[src/rtl/integration_sequencer.sv]
// Sequences a bank of counters through clear / integrate / freeze / readout windows.
// Optional macro INTEGRATION_OVF_STOP_EN ends the integration window early on any overflow.
module integration_sequencer #(
  parameter int RESOLUTION   = 64,
  parameter int NUM_CHANNELS = 4,
  parameter int CLEAR_CYCLES = 2,
  localparam int CH_W = (NUM_CHANNELS > 1) ? $clog2(NUM_CHANNELS) : 1
) (
  input  logic                               clk,
  input  logic                               reset,
  input  logic                               start,
  input  logic                               abort,
  input  logic [31:0]                        integration_len,
  input  logic [NUM_CHANNELS*RESOLUTION-1:0] counter_in,
  input  logic [NUM_CHANNELS-1:0]            overflow_in,
  output logic                               counter_reset,
  output logic                               busy,
  output logic [RESOLUTION-1:0]              out_data,
  output logic [CH_W-1:0]                    out_channel,
  output logic                               out_valid,
  input  logic                               out_ready,
  output logic                               overflow_flag,
  output logic                               done
);

  typedef enum logic [2:0] {
    IDLE,
    CLEAR,
    INTEGRATE,
    FREEZE,
    READOUT
  } state_t;

  localparam logic [31:0]     CLEAR_LAST = 32'(CLEAR_CYCLES - 1);
  localparam logic [CH_W-1:0] LAST_CH    = CH_W'(NUM_CHANNELS - 1);

  state_t                r_state;
  logic [31:0]           r_count;
  logic [31:0]           r_len;
  logic [CH_W-1:0]       r_chan;
  logic [RESOLUTION-1:0] r_outData;
  logic                  r_outValid;
  logic                  r_done;
  logic                  r_ovf;
  logic                  r_counterReset;
  logic                  r_busy;
  logic [RESOLUTION-1:0] r_shadow [NUM_CHANNELS];

  state_t                w_nextState;
  logic [31:0]           w_nextCount;
  logic [31:0]           w_nextLen;
  logic [CH_W-1:0]       w_nextChan;
  logic [CH_W-1:0]       w_chanInc;
  logic [RESOLUTION-1:0] w_nextData;
  logic                  w_nextValid;
  logic                  w_nextDone;
  logic                  w_nextOvf;
  logic                  w_stopEarly;

`ifdef INTEGRATION_OVF_STOP_EN
  assign w_stopEarly = |overflow_in;
`else
  assign w_stopEarly = 1'b0;
`endif

  assign w_chanInc = r_chan + 1'b1;

  // Next-state and next-output logic; every output is registered from these values.
  always_comb begin
    w_nextState = r_state;
    w_nextCount = r_count;
    w_nextLen   = r_len;
    w_nextChan  = r_chan;
    w_nextData  = r_outData;
    w_nextValid = r_outValid;
    w_nextDone  = 1'b0;
    w_nextOvf   = r_ovf;
    case (r_state)
      IDLE: begin
        if (start) begin
          w_nextState = CLEAR;
          w_nextLen   = (integration_len == 32'd0) ? 32'd1 : integration_len;
          w_nextCount = 32'd0;
          w_nextOvf   = 1'b0;
        end
      end
      CLEAR: begin
        if (r_count == CLEAR_LAST) begin
          w_nextState = INTEGRATE;
          w_nextCount = 32'd0;
        end else begin
          w_nextCount = r_count + 32'd1;
        end
      end
      INTEGRATE: begin
        w_nextOvf = r_ovf | (|overflow_in);
        if ((r_count == r_len - 32'd1) || w_stopEarly) begin
          w_nextState = FREEZE;
        end else begin
          w_nextCount = r_count + 32'd1;
        end
      end
      FREEZE: begin
        // Channel 0 goes out straight from the bus; it is captured into the shadow on this same edge.
        w_nextOvf   = r_ovf | (|overflow_in);
        w_nextState = READOUT;
        w_nextChan  = '0;
        w_nextData  = counter_in[RESOLUTION-1:0];
        w_nextValid = 1'b1;
      end
      READOUT: begin
        if (r_outValid && out_ready) begin
          if (r_chan == LAST_CH) begin
            w_nextState = IDLE;
            w_nextValid = 1'b0;
            w_nextDone  = 1'b1;
            w_nextChan  = '0;
          end else begin
            w_nextChan = w_chanInc;
            w_nextData = r_shadow[w_chanInc];
          end
        end
      end
      default: w_nextState = IDLE;
    endcase
    if (abort) begin
      w_nextState = IDLE;
      w_nextValid = 1'b0;
      w_nextDone  = 1'b0;
      w_nextCount = 32'd0;
      w_nextChan  = '0;
    end
  end

  // State and output registers; counter_reset and busy are derived from the upcoming state.
  always_ff @(posedge clk) begin
    if (reset) begin
      r_state        <= IDLE;
      r_count        <= 32'd0;
      r_len          <= 32'd1;
      r_chan         <= '0;
      r_outData      <= '0;
      r_outValid     <= 1'b0;
      r_done         <= 1'b0;
      r_ovf          <= 1'b0;
      r_counterReset <= 1'b1;
      r_busy         <= 1'b0;
    end else begin
      r_state        <= w_nextState;
      r_count        <= w_nextCount;
      r_len          <= w_nextLen;
      r_chan         <= w_nextChan;
      r_outData      <= w_nextData;
      r_outValid     <= w_nextValid;
      r_done         <= w_nextDone;
      r_ovf          <= w_nextOvf;
      r_counterReset <= (w_nextState != INTEGRATE);
      r_busy         <= (w_nextState != IDLE);
    end
  end

  always_ff @(posedge clk) begin
    if (!reset && r_state == FREEZE) begin
      for (int i = 0; i < NUM_CHANNELS; i++) begin
        r_shadow[i] <= counter_in[i*RESOLUTION +: RESOLUTION];
      end
    end
  end

  assign counter_reset = r_counterReset;
  assign busy          = r_busy;
  assign out_data      = r_outData;
  assign out_channel   = r_chan;
  assign out_valid     = r_outValid;
  assign overflow_flag = r_ovf;
  assign done          = r_done;

endmodule

[config.mk]
export PLATFORM = sky130hd
export DESIGN_NAME = integration_sequencer
export DESIGN_NICKNAME = d
export VERILOG_FILES = /design/src/rtl/integration_sequencer.sv
export SDC_FILE = /design/constraint.sdc
export NUM_CORES = 1
export LEC_CHECK = 0
export CAP_MARGIN = 0
export CORE_MARGIN = 1.5
export CORE_UTILIZATION = 52
export CTS_BUF_LIST = sky130_fd_sc_hd__clkbuf_4
export CTS_CLUSTER_SIZE = 8
export DETAILED_ROUTE_END_ITERATION = 8
export HOLD_SLACK_MARGIN = 0.02
export PLACE_DENSITY_LB_ADDON = 0.12
export RECOVER_POWER = 25
export SYNTH_ARGS = -nofsm -noshare
export SYNTH_HDL_FRONTEND = slang
export SYNTH_SLANG_ARGS = --single-unit
[constraint.sdc]
create_clock -name clk -period 17.1 [get_ports clk]
set_input_delay 1.71 -clock clk [delete_from_list [all_inputs] [get_ports clk]]
set_output_delay 1.71 -clock clk [all_outputs]
set_load 0.01 [all_outputs]
# Word level (Yosys, flattened, before mapping)
# Memories as Yosys holds them, arrays and structs flattened.
# Index checks and enable logic that the tools add are counted.
# word_totals
regBits	138
mem_count	1
output_inout_bits	71
mem_bits_rw	256
# mem_list
name	words	word_bits	read_ports	rd_clocked_by_memory_dff	write_ports	line	rtl
r_shadow	4	64	1	0	4	47	logic [RESOLUTION-1:0] r_shadow [NUM_CHANNELS];
# classes
addsub	3
n_bitwise	3
eq_ne	13
n_reduce_logical	19
n_mux	26
# ops
operator	count
$mux W32	4
$mux W64	2
$pmux W64 S2	1
$pmux W32 S3	1
$add A32 B1 Y32 const B	1
$eq A32 B1 Y1 const B	1
$eq A32 B32 Y1	1
$logic_not A32 Y1	1
$sub A32 B1 Y32 const B	1
$mux W3	6
$pmux W3 S5	1
$ne A2 B2 Y1 const B	5
$reduce_and A3 Y1	3
$reduce_or A4 Y1	2
$eq A3 B2 Y1 const B	2
$mux W1	6
$reduce_and A2 Y1	3
$reduce_bool A3 Y1	2
$mux W2	2
$pmux W1 S2	2
$pmux W2 S2	1
$reduce_bool A2 Y1	2
$reduce_or A2 Y1	2
$eq A3 B1 Y1 const B	1
other kinds (9)	11

# Logic depth before layout (Yosys ltp)
# Gate-level depths: netlist (run 1).
# logic_depth
word_depth	6
depth_mapped	14
mapped_depth_nobuf	11

# Worst setup path after synthesis (run 1)
# Ideal clock, no wire load.
# synth_path
path_kind	input-to-reg
start	in reset
end	mem r_shadow[0][0], enable pin
setup_time_ps	906
t_arrival_ps	13254
setup_slack_ps	2939
t_required_ps	16194
cell_stages	3
path_cell_list	clkbuf_1 > clkbuf_1 > nor2b_1
# synth_rtl
element	line	rtl
start, declared	10	input logic reset,
end, declared	47	

==> qor.json, run 1 <==
{
  "maxCapViolCount": 0,
  "synthCells": 1213,
  "power_switching_uw": 438,
  "antenna_violating_nets_post_route": 0,
  "ctsHtreeMaxLevel": 3,
  "clock-skew-final_ns": 0.0420,
  "dp_worst_setup_slack_ns": 12.07,
  "worst_setup_path_end_kind": "flip-flop",
  "clk_root_buffer_cell": "clkbuf_4",
  "cp_data_required_time_ns": 17.43,
  "die_x_um": 181,
  "netlist_area_um2": 16500,
  "hold_path_end": "r_len[21]",
  "worst_skew_pair.late_latency_ns": 0.74,
  "num_vias": 11884,
  "fp.dieArea_um2": 32800,
  "routed_wire_length_per_instance_um": 19.8,
  "hold_class": "flip-flop to flip-flop",
  "die_h_um": 181,
  "synth_largest_type_area_fraction": 0.466,
  "synthXorXnorAreaFrac": 0.0218,
  "postLayoutCoreUtil": 0.695,
  "part_of_the_power_in_the_clock_network": 0.411,
  "achievable-frequency_mhz": 235,
  "setup_slack_ns": 12.85,
  "antenna_found_initial": 30,
  "post_route_cells_drive_above_1_share": 0.153,
  "grt_first_pass_wirelength_mm": 64.0,
  "tritoncts_num_sinks": 394,
  "reg2reg_depth": 11,
  "comb_power_share": 0.063,
  "cts_made_buffers": 101,
  "synth_nets": 1514,
  "initial_core_utilization": 0.525,
  "final.min_clock_period_ns": 4.25,
  "portBuffers": 367,
  "fill_cells": 2261,
  "intPower_uw": 1510,
  "cts-root-to-sink-buffers": 3,
  "critical_path_peak_fanout": 79,
  "final_net_count": 1917,
  "synth.yosys.warnings": 0,
  "clock_tree_from_tritoncts": "yes",
  "ff_to_ff_end": "r_count[9]",
  "place_inst": 1915,
  "via_count_of_the_first_global_routing_pass": 11982,
  "complex_gate_fraction_of_the_synthesized_area": 0.0825,
  "min_delay_path_depth": 2,
  "crit_path_cell_trace": "buf_4 -> nor2b_4 -> buf_4 -> buf_4",
  "regToRegStartpoint": "r_len[0]",
  "synth_top_family_by_area": "multiplexers",
  "drt_iter0_drc": 597,
  "syn_area_per_cell_um2": 13.6,
  "cp_slowest_cell": "buf_4",
  "finalMaxSlewViolations": 0,
  "power_switching_share": 0.225,
  "vias_per_cell": 5.60,
  "crit_arrival_ns": 4.58,
  "post_cts.resized_instances": 0,
  "setup-violations-final": 0,
  "primary_flip_flop_cell_chosen_by_synthesis_mapping": "edfxtp_1",
  "grt_start_max_net_pins": 80,
  "synthDistinctLibCells": 67,
  "boundaryPins": 368,
  "irDropWorstVdd_v": 0.0000762,
  "slew_headroom": 0.150,
  "tns_ns": 0,
  "worst_hold_startpoint": "r_len[21]",
  "finalWirelength_mm": 42.0,
  "gr-total-overflow": 0,
  "cp_dominant_cell_by_count": "buf_4",
  "worst_pin_slew_ns": 1.27,
  "async_flop_share": 0,
  "clk_transition_reported_paths_ns": 0.07,
  "final_cells": 2123,
  "synth_sequential_area_ratio": 0.634,
  "power.share.sequential": 0.526,
  "r2r_slack_ns": 13.05,
  "yosysTopAreaCell": "edfxtp_1",
  "postCtsHoldBufs": 0,
  "ys_seq_elements": 394,
  "worst_setup_path_start_kind": "input pin",
  "synth_enable_flop_cells": 256,
  "gp_congestion": 0.904,
  "synth.top_cells.by_area": "edfxtp_1 (47%), dfxtp_1 (17%), mux4_2 (8.7%)",
  "power-per-cell-area_nw_per_um2": 89.3,
  "final.period_utilization": 0.249,
  "synth_area_in_simple_gates": 0.108,
  "total_leakage_power_uw": 0.00706,
  "detail_route.first_pass.iterations": 5,
  "place_hpwl_mm": 28.9,
  "postCtsSetupRepairBufs": 0,
  "setup.worst_path.class": "input pin to flip-flop",
  "placement_rows": 65,
  "unrepaired_setup_endpoints_after_global_routing": "no",
  "grt.total_usage": 0.255,
  "route.detailed.drc": 0,
  "run_status": "complete, no violations",
  "post_synth_fa_ha_maj_area_fraction": 0.00303,
  "finalHoldViolations": 0,
  "critical_path_max_stage_delay_ns": 0.88,
  "yosys-mux-area-fraction": 0.129,
  "floorplan.core_area_um2": 31400,
  "syn_to_final_growth_pct": 32.2
}
==> cell families (layout without fill, tap and decap cells) <==
logic type                 Yosys count  count (layout)
xor gates and xnor gates            41              41
adders and majority gates            4               4
muxes                              132             132
other                                0              23
buffers and inverters               85             570
AOI/OAI and AO/OA                  203             203
and+or+nand+nor                    354             354
DFF                                394             394
==> cell usage after synthesis, types with 2 or more instances <==
cell type  count
a211oi_1      66
a21oi_1       69
a31oi_1        4
a41oi_1        2
and2_1         2
and3_1        13
and4_1         3
buf_1          9
buf_2          2
buf_4          2
buf_6          4
clkbuf_1      58
dfxtp_1      138
edfxtp_1     256
ha_1           4
inv_1          9
mux2i_1       67
mux4_2        64
nand2_1      101
nand2b_1       4
nand3_1       14
nand3b_1       3
nand4_1       18
nand4b_1       2
nor2_1        94
nor2b_1        3
nor3_1        16
nor3b_1        2
nor4_1        27
nor4b_1        5
o211ai_1      10
o21a_1         2
o21ai_0       18
o21ai_1        2
o31a_1         2
o31ai_1       11
or2_2          3
or3_1         16
or4_1         21
xnor2_1       25
xor2_1        16
==> flip-flops by register name, indices dropped and copies added, names as in the netlist <==
signal and cells:
out_valid 1, r_shadow 256, done 1, busy 1, r_len 32, out_data 64
r_state 3, overflow_flag 1, r_count 32, counter_reset 1, out_channel 2
==> routing by layer <==
metal | part of all wire | track usage | wire (um)
met2 | 0.51 | 0.440 | 21600
met1 | 0.38 | 0.283 | 15800
met5 | 0.0022 | 0 | 93
met4 | 0.043 | 0.139 | 1790
met3 | 0.066 | 0.0770 | 2770
==> worst max path at each step <==
stage / from / to / slack [ns] / cells after the start
after detailed placement: reset / r_shadow[3][56] / 12.07 / 4
after floorplan: reset / r_shadow[0][0] / 2.94 / 3
after CTS: reset / r_shadow[0][55] / 12.86 / 4
after global placement: reset / r_shadow[2][56] / 12.18 / 4
final: reset / r_shadow[1][6] / 12.85 / 4
after global routing: reset / r_shadow[0][53] / 12.67 / 4
==> cells in the final DEF, fill, tap and decap left out, drive strengths merged, types with 25 or more instances in the layout <==
master         netlist  routed
edfxtp             256     256
nor2                95      95
a211oi              67      67
nand2              101     101
clkdlybuf4s50        0     186
mux4                64      64
dlygate4sd3          0     180
a21oi               69      69
mux2i               67      67
clkbuf              59     158
nor4                28      28
xnor2               25      25
dfxtp              138     138
==> layout make-up <==
class	count	area, um^2	share of cell area
Timing Repair Buffer	376	3740	0.171
Tap cell	402	503	0.0231
Antenna cell	23	57.6	0.00264
Sequential cell	394	10500	0.479
Inverter	9	33.8	0.00155
Multi-Input combinational cell	734	5720	0.262
Clock inverter	27	118	0.00539
Clock buffer	158	1190	0.0544
==> through the flow <==
step	instance area [um^2]	total power, uW	hold slack [ns]
after floorplan	16500	1090	0.449
after detailed placement	20400	1180	0.483
after global routing	21800	2030	0.515
final	21800	1950	0.492
after global placement	20400	1170	0.465
after CTS	21800	1980	0.492
==> power groups by stage <==
stage	Clock [uW]	Combinational (uW)	Sequential, uW
CTS	827	132	1020
floorplan	0	49.1	1040
global placement	0	129	1040
detailed placement	0	131	1040
global route	872	134	1020
finish	800	124	1020
==> worst max-delay path: cells and delay by family <==
kind          cells  cell delay [ns]
buf+inv           3             1.91
simple gates      1             0.83
(Power assumes the default switching activity.)
==> inputs of run 2 (changes only) <==
--- a/config.mk
+++ b/config.mk
@@ -7,7 +7,7 @@
 export LEC_CHECK = 0
 export CAP_MARGIN = 0
 export CORE_MARGIN = 1.5
-export CORE_UTILIZATION = 52
+export CORE_UTILIZATION = 47
 export CTS_BUF_LIST = sky130_fd_sc_hd__clkbuf_4
 export CTS_CLUSTER_SIZE = 8
 export DETAILED_ROUTE_END_ITERATION = 8
==> constraint.sdc (replaced) <==
create_clock -name clk -period 3.9 [get_ports clk]
set_input_delay 0.39 -clock clk [delete_from_list [all_inputs] [get_ports clk]]
set_output_delay 0.39 -clock clk [all_outputs]
set_load 0.01 [all_outputs]
==> qor.json, run 2 (synthesis results as in run 1) <==
{
  "clk_root_buffer_cell": "clkbuf_4",
  "final.min_clock_period_ns": 3.70,
  "finalMaxSlewViolations": {"value": 0, "change": "unchanged"},
  "fp.dieArea": {"value": 36200, "unit": "um^2", "change": "+10%"},
  "critical_path_max_stage_delay": {"value": 0.60, "unit": "ns", "change": "-0.28 ns"},
  "run_status": "complete, no violations",
  "num_vias": {"value": 11932, "change": "+0.40%"},
  "registers.top_by_ff_count": "r_shadow",
  "grt_first_pass_wirelength": {"value": 65.6, "unit": "mm", "change": "+2.5%"},
  "slew_headroom": {"value": 0.279, "change": "+0.129"},
  "antenna_found_initial": {"value": 36, "change": "+20%"},
  "gp_congestion": {"value": 0.874, "change": "-3.3%"},
  "detail_route.first_pass.iterations": {"value": 5, "change": "unchanged"},
  "crit_path_cell_trace": "inv_1 -> ha_1 -> or4b_1 -> or4b_4 -> o41ai_2 -> a32oi_1 -> o2111ai_2 -> nor4_4 -> and2_4 -> buf_12 -> or4_1 -> a21oi_1",
  "tns": {"value": 0, "unit": "ns", "change": "unchanged"},
  "intPower": {"value": 6810, "unit": "uW", "change": "+350%"},
  "power_switching": {"value": 1940, "unit": "uW", "change": "+340%"},
  "finalWirelength": {"value": 43.4, "unit": "mm", "change": "+3.2%"},
  "finalHoldViolations": {"value": 0, "change": "unchanged"},
  "r2r_slack": {"value": 0.20, "unit": "ns", "change": "-12.85 ns"},
  "final_cells": {"value": 2208, "change": "+4.0%"},
  "cts-root-to-sink-buffers": {"value": 3, "change": "unchanged"},
  "maxCapViolCount": {"value": 0, "change": "unchanged"},
  "fill_cells": {"value": 2698, "change": "+19%"},
  "boundaryPins": {"value": 368, "change": "unchanged"},
  "initial_core_utilization": {"value": 0.477, "change": "-0.0479"},
  "setup.worst_path.class": "flip-flop to flip-flop",
  "clock-skew-final": {"value": 0.0382, "unit": "ns", "change": "-0.00377 ns"},
  "worst_skew_pair.late_latency": {"value": 0.79, "unit": "ns", "change": "+0.05 ns"},
  "fin_hold_ws": {"value": 0.171, "unit": "ns", "change": "-0.320 ns"},
  "gr-total-overflow": {"value": 0, "change": "unchanged"},
  "worst_pin_slew": {"value": 1.08, "unit": "ns", "change": "-0.190 ns"},
  "drt_iter0_drc": {"value": 677, "change": "+13%"},
  "hold_path_end": "r_shadow[2][11]",
  "reg2reg_depth": {"value": 12, "change": "+1"},
  "power.share.sequential": {"value": 0.513, "change": "-0.013"},
  "total_leakage_power": {"value": 0.00723, "unit": "uW", "change": "+2.4%"},
  "globalRouteMet1Util": {"value": 0.263, "change": "-0.0195"},
  "flip_flop_count_of_the_largest_register_after_layout": {"value": 256, "change": "unchanged"},
  "route.detailed.drc": {"value": 0, "change": "unchanged"},
  "final_net_count": {"value": 1940, "change": "+1.2%"},
  "layout_common_cells": "edfxtp_1 (256), clkdlybuf4s50_1 (186), dlygate4sd3_1 (181)",
  "routed_wire_length_per_instance": {"value": 19.6, "unit": "um", "change": "-0.73%"},
  "tritoncts_num_sinks": {"value": 394, "change": "unchanged"},
  "cp_data_required_time": {"value": 4.61, "unit": "ns", "change": "-12.82 ns"},
  "floorplan.core_area": {"value": 34500, "unit": "um^2", "change": "+10%"},
  "crit_arrival": {"value": 4.42, "unit": "ns", "change": "-0.16 ns"},
  "grt.total_usage": {"value": 0.239, "change": "-0.0160"},
  "antenna_violating_nets_post_route": {"value": 0, "change": "unchanged"},
  "syn_to_final_growth_pct": 34.6,
  "cp_slowest_cell": "or4b_4",
  "critical_path_peak_fanout": {"value": 41, "change": "-48%"},
  "clk_transition_reported_paths": {"value": 0.07, "unit": "ns", "change": "about the same"},
  "min_delay_path_depth": {"value": 1, "change": "-1"},
  "worst_setup_path_end_kind": "flip-flop",
  "final.period_utilization": 0.950,
  "worst_setup_path_start_kind": "flip-flop",
  "part_of_the_power_in_the_clock_network": {"value": 0.423, "change": "+0.012"},
  "power_switching_share": {"value": 0.222, "change": "-0.00289"},
  "unrepaired_setup_endpoints_after_global_routing": "no",
  "dp_worst_setup_slack": {"value": 0.169, "unit": "ns", "change": "-11.90 ns"},
  "achievable-frequency_mhz": 270,
  "comb_power_share": {"value": 0.063, "change": "about the same"},
  "cts_made_buffers": {"value": 103, "change": "+2.0%"},
  "portBuffers": {"value": 367, "change": "unchanged"},
  "hold_class": "input pin to flip-flop",
  "irDropWorstVdd": {"value": 0.000327, "unit": "V", "change": "+330%"},
  "ctsHtreeMaxLevel": {"value": 3, "change": "unchanged"},
  "globalRouteMet2Util": {"value": 0.410, "change": "-0.0301"},
  "via_count_of_the_first_global_routing_pass": {"value": 12307, "change": "+2.7%"},
  "die_h": {"value": 190, "unit": "um", "change": "+5.1%"},
  "ff_to_ff_end": "r_count[26]",
  "mostFrequentLayoutCell": "edfxtp_1",
  "place_inst": {"value": 1982, "change": "+3.5%"},
  "power-per-cell-area": {"value": 394, "unit": "nW/um^2", "change": "+340%"},
  "setup_slack": {"value": 0.196, "unit": "ns", "change": "-12.65 ns"},
  "place_hpwl": {"value": 29.9, "unit": "mm", "change": "+3.5%"},
  "die_x": {"value": 190, "unit": "um", "change": "+5.1%"},
  "post_route_cells_drive_above_1_share": {"value": 0.170, "change": "+0.0167"},
  "clock_tree_from_tritoncts": "yes",
  "met3_track_usage_gr": {"value": 0.0867, "change": "+0.00968"},
  "setup-violations-final": {"value": 0, "change": "unchanged"},
  "vias_per_cell": {"value": 5.40, "change": "-3.5%"},
  "top_usage_layer": "met2",
  "regToRegStartpoint": "r_len[0]",
  "postLayoutCoreUtil": {"value": 0.643, "change": "-0.0518"},
  "grt_start_max_net_pins": {"value": 85, "change": "+6.3%"},
  "worst_hold_startpoint": "counter_in[139]",
  "placement_rows": {"value": 68, "change": "+4.6%"}
}
run 2: cell count changes in the layout (fill, tap and decap cells not counted), moves of 2 or more:
cell / previous run / this run
buf_4: 10 / 25
clkbuf_4: 158 / 170
buf_12: 0 / 5
diode_2: 23 / 28
clkinv_1: 21 / 17
clkinv_4: 2 / 0
inv_2: 2 / 4
run 2: worst max path at each step:
stage	start	endpoint	slack, ns	cells past startpoint
finish	r_len[0]	r_count[26]	0.20	12
CTS	r_len[0]	r_count[26]	0.16	12
detailed placement	r_len[0]	r_count[26]	0.17	12
global route	r_len[0]	r_count[26]	0.004	12
floorplan	r_state[0]	r_shadow[0][0]	-1.01	3
global placement	r_len[0]	r_count[29]	0.28	12
run 2: critical path: cells and delay by family (launching register included):
kind / cells / cell delay [ns]
AOI/OAI and AO/OA: 4 / 0.92
DFF: 1 / 0.35
adders and majority gates: 1 / 0.24
and+or+nand+nor: 5 / 1.87
buffers and inverters: 2 / 0.26
run 2: layer usage:
layer	vias up	part of all wire
met3	113	0.077
met1	5708	0.38
li1	5691	-
met2	402	0.51
met4	18	0.036
met5	-	0.0024
run 2: cell type report:
class | count | area [um^2] | area share
Clock inverter | 21 | 105 | 0.00473
Clock buffer | 170 | 1280 | 0.0575
Sequential cell | 394 | 10500 | 0.471
Inverter | 9 | 33.8 | 0.00152
Tap cell | 455 | 569 | 0.0256
Timing Repair Buffer | 397 | 3960 | 0.178
Antenna cell | 28 | 70.1 | 0.00316
Multi-Input combinational cell | 734 | 5740 | 0.258
run 2: power groups by stage:
| stage | combinational (uW) | clock, uW | sequential, uW |
|---|---|---|---|
| 5_1_grt | 602 | 4040 | 4490 |
| 4_1_cts | 588 | 3830 | 4490 |
| 6_report | 554 | 3700 | 4490 |
| 2_1_floorplan | 218 | 0 | 4570 |
| 3_3_place_gp | 578 | 0 | 4580 |
| 3_5_place_dp | 584 | 0 | 4580 |
run 2: repair_timing:
item | CTS | global route
gates resized for setup | 0 | 1
setup endpoints to repair | 0 | 21
hold buffers | 1 | 0
setup buffers | 0 | 6
hold endpoints to repair | 14 | 0
run 2: stage by stage:
step,total power [uW],instance area (um^2)
floorplan,4790,16500
global placement,5160,20700
detailed placement,5170,20700
CTS,8910,22100
global route,9140,22200
finish,8750,22200
==> inputs of run 3 (changes only) <==
--- a/config.mk
+++ b/config.mk
@@ -6,8 +6,7 @@
 export NUM_CORES = 1
 export LEC_CHECK = 0
 export CAP_MARGIN = 0
-export CORE_MARGIN = 1.5
-export CORE_UTILIZATION = 47
+export CORE_UTILIZATION = 52
 export CTS_BUF_LIST = sky130_fd_sc_hd__clkbuf_4
 export CTS_CLUSTER_SIZE = 8
 export DETAILED_ROUTE_END_ITERATION = 8
==> constraint.sdc (replaced) <==
create_clock -name clk -period 4 [get_ports clk]
set_input_delay 0.4 -clock clk [delete_from_list [all_inputs] [get_ports clk]]
set_output_delay 0.4 -clock clk [all_outputs]
set_load 0.01 [all_outputs]
==> qor.json, run 3 (synthesis results as in run 1) <==
{
  "flip_flop_count_of_the_largest_register_after_layout": {"value": 256, "change": "unchanged"},
  "detail_route.first_pass.iterations": {"value": 5, "change": "unchanged"},
  "placement_rows": {"value": 64, "change": "-5.9%"},
  "final.min_clock_period": {"value": 3.69, "unit": "ns", "change": "-0.0188 ns"},
  "num_vias": {"value": 11836, "change": "-0.80%"},
  "cp_data_required_time": {"value": 4.63, "unit": "ns", "change": "+0.02 ns"},
  "cts_made_buffers": {"value": 98, "change": "-4.9%"},
  "routed_wire_length_per_instance": {"value": 20.0, "unit": "um", "change": "+1.8%"},
  "grt_start_max_net_pins": {"value": 132, "change": "+55%"},
  "unrepaired_setup_endpoints_after_global_routing": "no",
  "final.period_utilization": {"value": 0.921, "change": "-0.0284"},
  "hold_class": "input pin to flip-flop",
  "place_hpwl": {"value": 29.3, "unit": "mm", "change": "-1.9%"},
  "worst_pin_slew": {"value": 0.941, "unit": "ns", "change": "-0.141 ns"},
  "slew_headroom": {"value": 0.373, "change": "+0.0937"},
  "clk_root_buffer_cell": "clkbuf_4",
  "setup-violations-final": {"value": 0, "change": "unchanged"},
  "placed_cell_area": {"value": 20600, "unit": "um^2", "change": "-0.51%"},
  "floorplan.core_area": {"value": 30900, "unit": "um^2", "change": "-11%"},
  "antenna_violating_nets_post_route": {"value": 0, "change": "unchanged"},
  "power_switching_share": {"value": 0.220, "change": "-0.00196"},
  "setup.worst_path.class": "flip-flop to flip-flop",
  "fp.dieArea": {"value": 32400, "unit": "um^2", "change": "-10%"},
  "layout_common_cells": "edfxtp_1 (256), clkdlybuf4s50_1 (186), dlygate4sd3_1 (180)",
  "vias_per_cell": {"value": 5.59, "change": "+3.5%"},
  "total_leakage_power": {"value": 0.00713, "unit": "uW", "change": "-1.4%"},
  "critical_path_peak_fanout": {"value": 20, "change": "-51%"},
  "registers.top_by_ff_count": "r_shadow",
  "boundaryPins": {"value": 368, "change": "unchanged"},
  "ctsHtreeMaxLevel": {"value": 3, "change": "unchanged"},
  "postCtsSetupRepairBufs": {"value": 0, "change": "unchanged"},
  "post-route-cell-area": {"value": 21900, "unit": "um^2", "change": "-1.2%"},
  "tritoncts_num_sinks": {"value": 394, "change": "unchanged"},
  "maxCapViolCount": {"value": 0, "change": "unchanged"},
  "initial_core_utilization": {"value": 0.534, "change": "+0.0561"},
  "postLayoutCoreUtil": {"value": 0.709, "change": "+0.0666"},
  "post_route_cells_drive_above_1_share": {"value": 0.159, "change": "-0.0106"},
  "crit_arrival": {"value": 4.32, "unit": "ns", "change": "-0.10 ns"},
  "grt_first_pass_wirelength": {"value": 66.1, "unit": "mm", "change": "+0.80%"},
  "die_x": {"value": 180, "unit": "um", "change": "-5.4%"},
  "worst_setup_path_end_kind": "flip-flop",
  "comb_power_share": {"value": 0.064, "change": "about the same"},
  "cts-root-to-sink-buffers": {"value": 3, "change": "unchanged"},
  "route.detailed.drc": {"value": 0, "change": "unchanged"},
  "mostFrequentLayoutCell": "edfxtp_1",
  "power-per-cell-area": {"value": 381, "unit": "nW/um^2", "change": "-3.2%"},
  "portBuffers": {"value": 367, "change": "unchanged"},
  "irDropWorstVdd": {"value": 0.000403, "unit": "V", "change": "+23%"},
  "clock-skew-final": {"value": 0.0399, "unit": "ns", "change": "+0.00166 ns"},
  "grt.total_usage": {"value": 0.264, "change": "+0.0247"},
  "post_cts.resized_instances": {"value": 0, "change": "unchanged"},
  "gr-total-overflow": {"value": 0, "change": "unchanged"},
  "finalHoldViolations": {"value": 0, "change": "unchanged"},
  "drt_iter0_drc": {"value": 589, "change": "-13%"},
  "part_of_the_power_in_the_clock_network": {"value": 0.413, "change": "-0.010"},
  "worst_skew_pair.late_latency": {"value": 0.73, "unit": "ns", "change": "-0.06 ns"},
  "run_status": "complete, no violations",
  "clk_transition_reported_paths": {"value": 0.07, "unit": "ns", "change": "about the same"},
  "worst_setup_path_start_kind": "flip-flop",
  "via_count_of_the_first_global_routing_pass": {"value": 12287, "change": "-0.16%"},
  "antenna_found_initial": {"value": 19, "change": "-47%"},
  "syn_to_final_growth_pct": 33.0,
  "clock_tree_from_tritoncts": "yes",
  "finalMaxSlewViolations": {"value": 0, "change": "unchanged"},
  "intPower": {"value": 6520, "unit": "uW", "change": "-4.2%"},
  "power_switching": {"value": 1840, "unit": "uW", "change": "-5.2%"},
  "power.share.sequential": {"value": 0.523, "change": "+0.010"},
  "postCtsHoldBufs": {"value": 0, "change": "-1"},
  "gp_congestion": {"value": 0.885, "change": "+1.2%"},
  "achievable-frequency": {"value": 271, "unit": "MHz", "change": "+0.51%"},
  "final_net_count": {"value": 1927, "change": "-0.67%"},
  "die_h": {"value": 180, "unit": "um", "change": "-5.4%"},
  "finalWirelength": {"value": 42.4, "unit": "mm", "change": "-2.4%"}
}
[run 3: changes by cell type in the layout (fill, tap and decap cells not counted), sizes merged, moves of 2 or more]
cell    change
clkbuf     -18
diode      -15
clkinv     +10
buf         -7
inv         -2
[run 3: worst max-delay path: stages, from the launching register on]
cell,delay (ns)
dfxtp_1,0.35
inv_1,0.08
ha_1,0.23
or4b_1,0.49
or4b_4,0.60
o41ai_2,0.29
a32oi_1,0.15
o2111ai_2,0.28
nor4_4,0.07
and2_4,0.24
buf_12,0.17
or4_1,0.50
a21oi_1,0.14
[run 3: power groups by stage]
stage | clock, uW | combinational, uW | sequential, uW
floorplan | 0 | 213 | 4460
global placement | 0 | 564 | 4470
detailed placement | 0 | 571 | 4470
CTS | 3560 | 573 | 4380
global route | 3770 | 582 | 4380
finish | 3450 | 536 | 4380
[run 3: cell type report]
| type | count | area (um^2) |
|---|---|---|
| clock buffer | 152 | 1140 |
| sequential | 394 | 10500 |
| multi-input combinational | 734 | 5720 |
| fill | 2240 | 8980 |
| clock inverter | 30 | 175 |
| antenna | 13 | 32.5 |
| timing repair buffer | 389 | 3870 |
| tap | 396 | 495 |
| inverter | 9 | 33.8 |
[run 3: routing by layer]
layer / routed length, um / vias up / track usage / share of wire
met3: 3010 / 101 / 0.0804 / 0.071
li1: - / 5648 / - / -
met1: 16300 / 5663 / 0.300 / 0.38
met5: 58 / - / 0 / 0.0014
met2: 21700 / 414 / 0.463 / 0.51
met4: 1290 / 10 / 0.108 / 0.030
[run 3: path summary, 6_finish.rpt]
kind | startpoint | depth (start not counted) | slack, ns | end
worst min register to register | r_len[31] | 2 | 0.47 | r_len[31]
worst max-delay path | r_len[0] | 12 | 0.31 | r_count[21]
worst min-delay path | reset | 2 | 0.21 | r_len[8]
worst max register to register | r_len[0] | 12 | 0.31 | r_count[21]
[run 3: per-stage QoR]
| step | hold WS [ns] | worst slack [ns] | cells | power [uW] | setup TNS [ns] |
|---|---|---|---|---|---|
| final | 0.206 | 0.315 | 2117 | 8360 | 0 |
| after detailed placement | 0.470 | 0.338 | 1922 | 5040 | 0 |
| after CTS | 0.136 | 0.289 | 2104 | 8510 | 0 |
| after floorplan | 0.449 | -0.909 | 1213 | 4670 | -232.63 |
| after global placement | 0.458 | 0.395 | 1922 | 5030 | 0 |
| after global routing | 0.170 | 0.0659 | 2109 | 8730 | 0 |
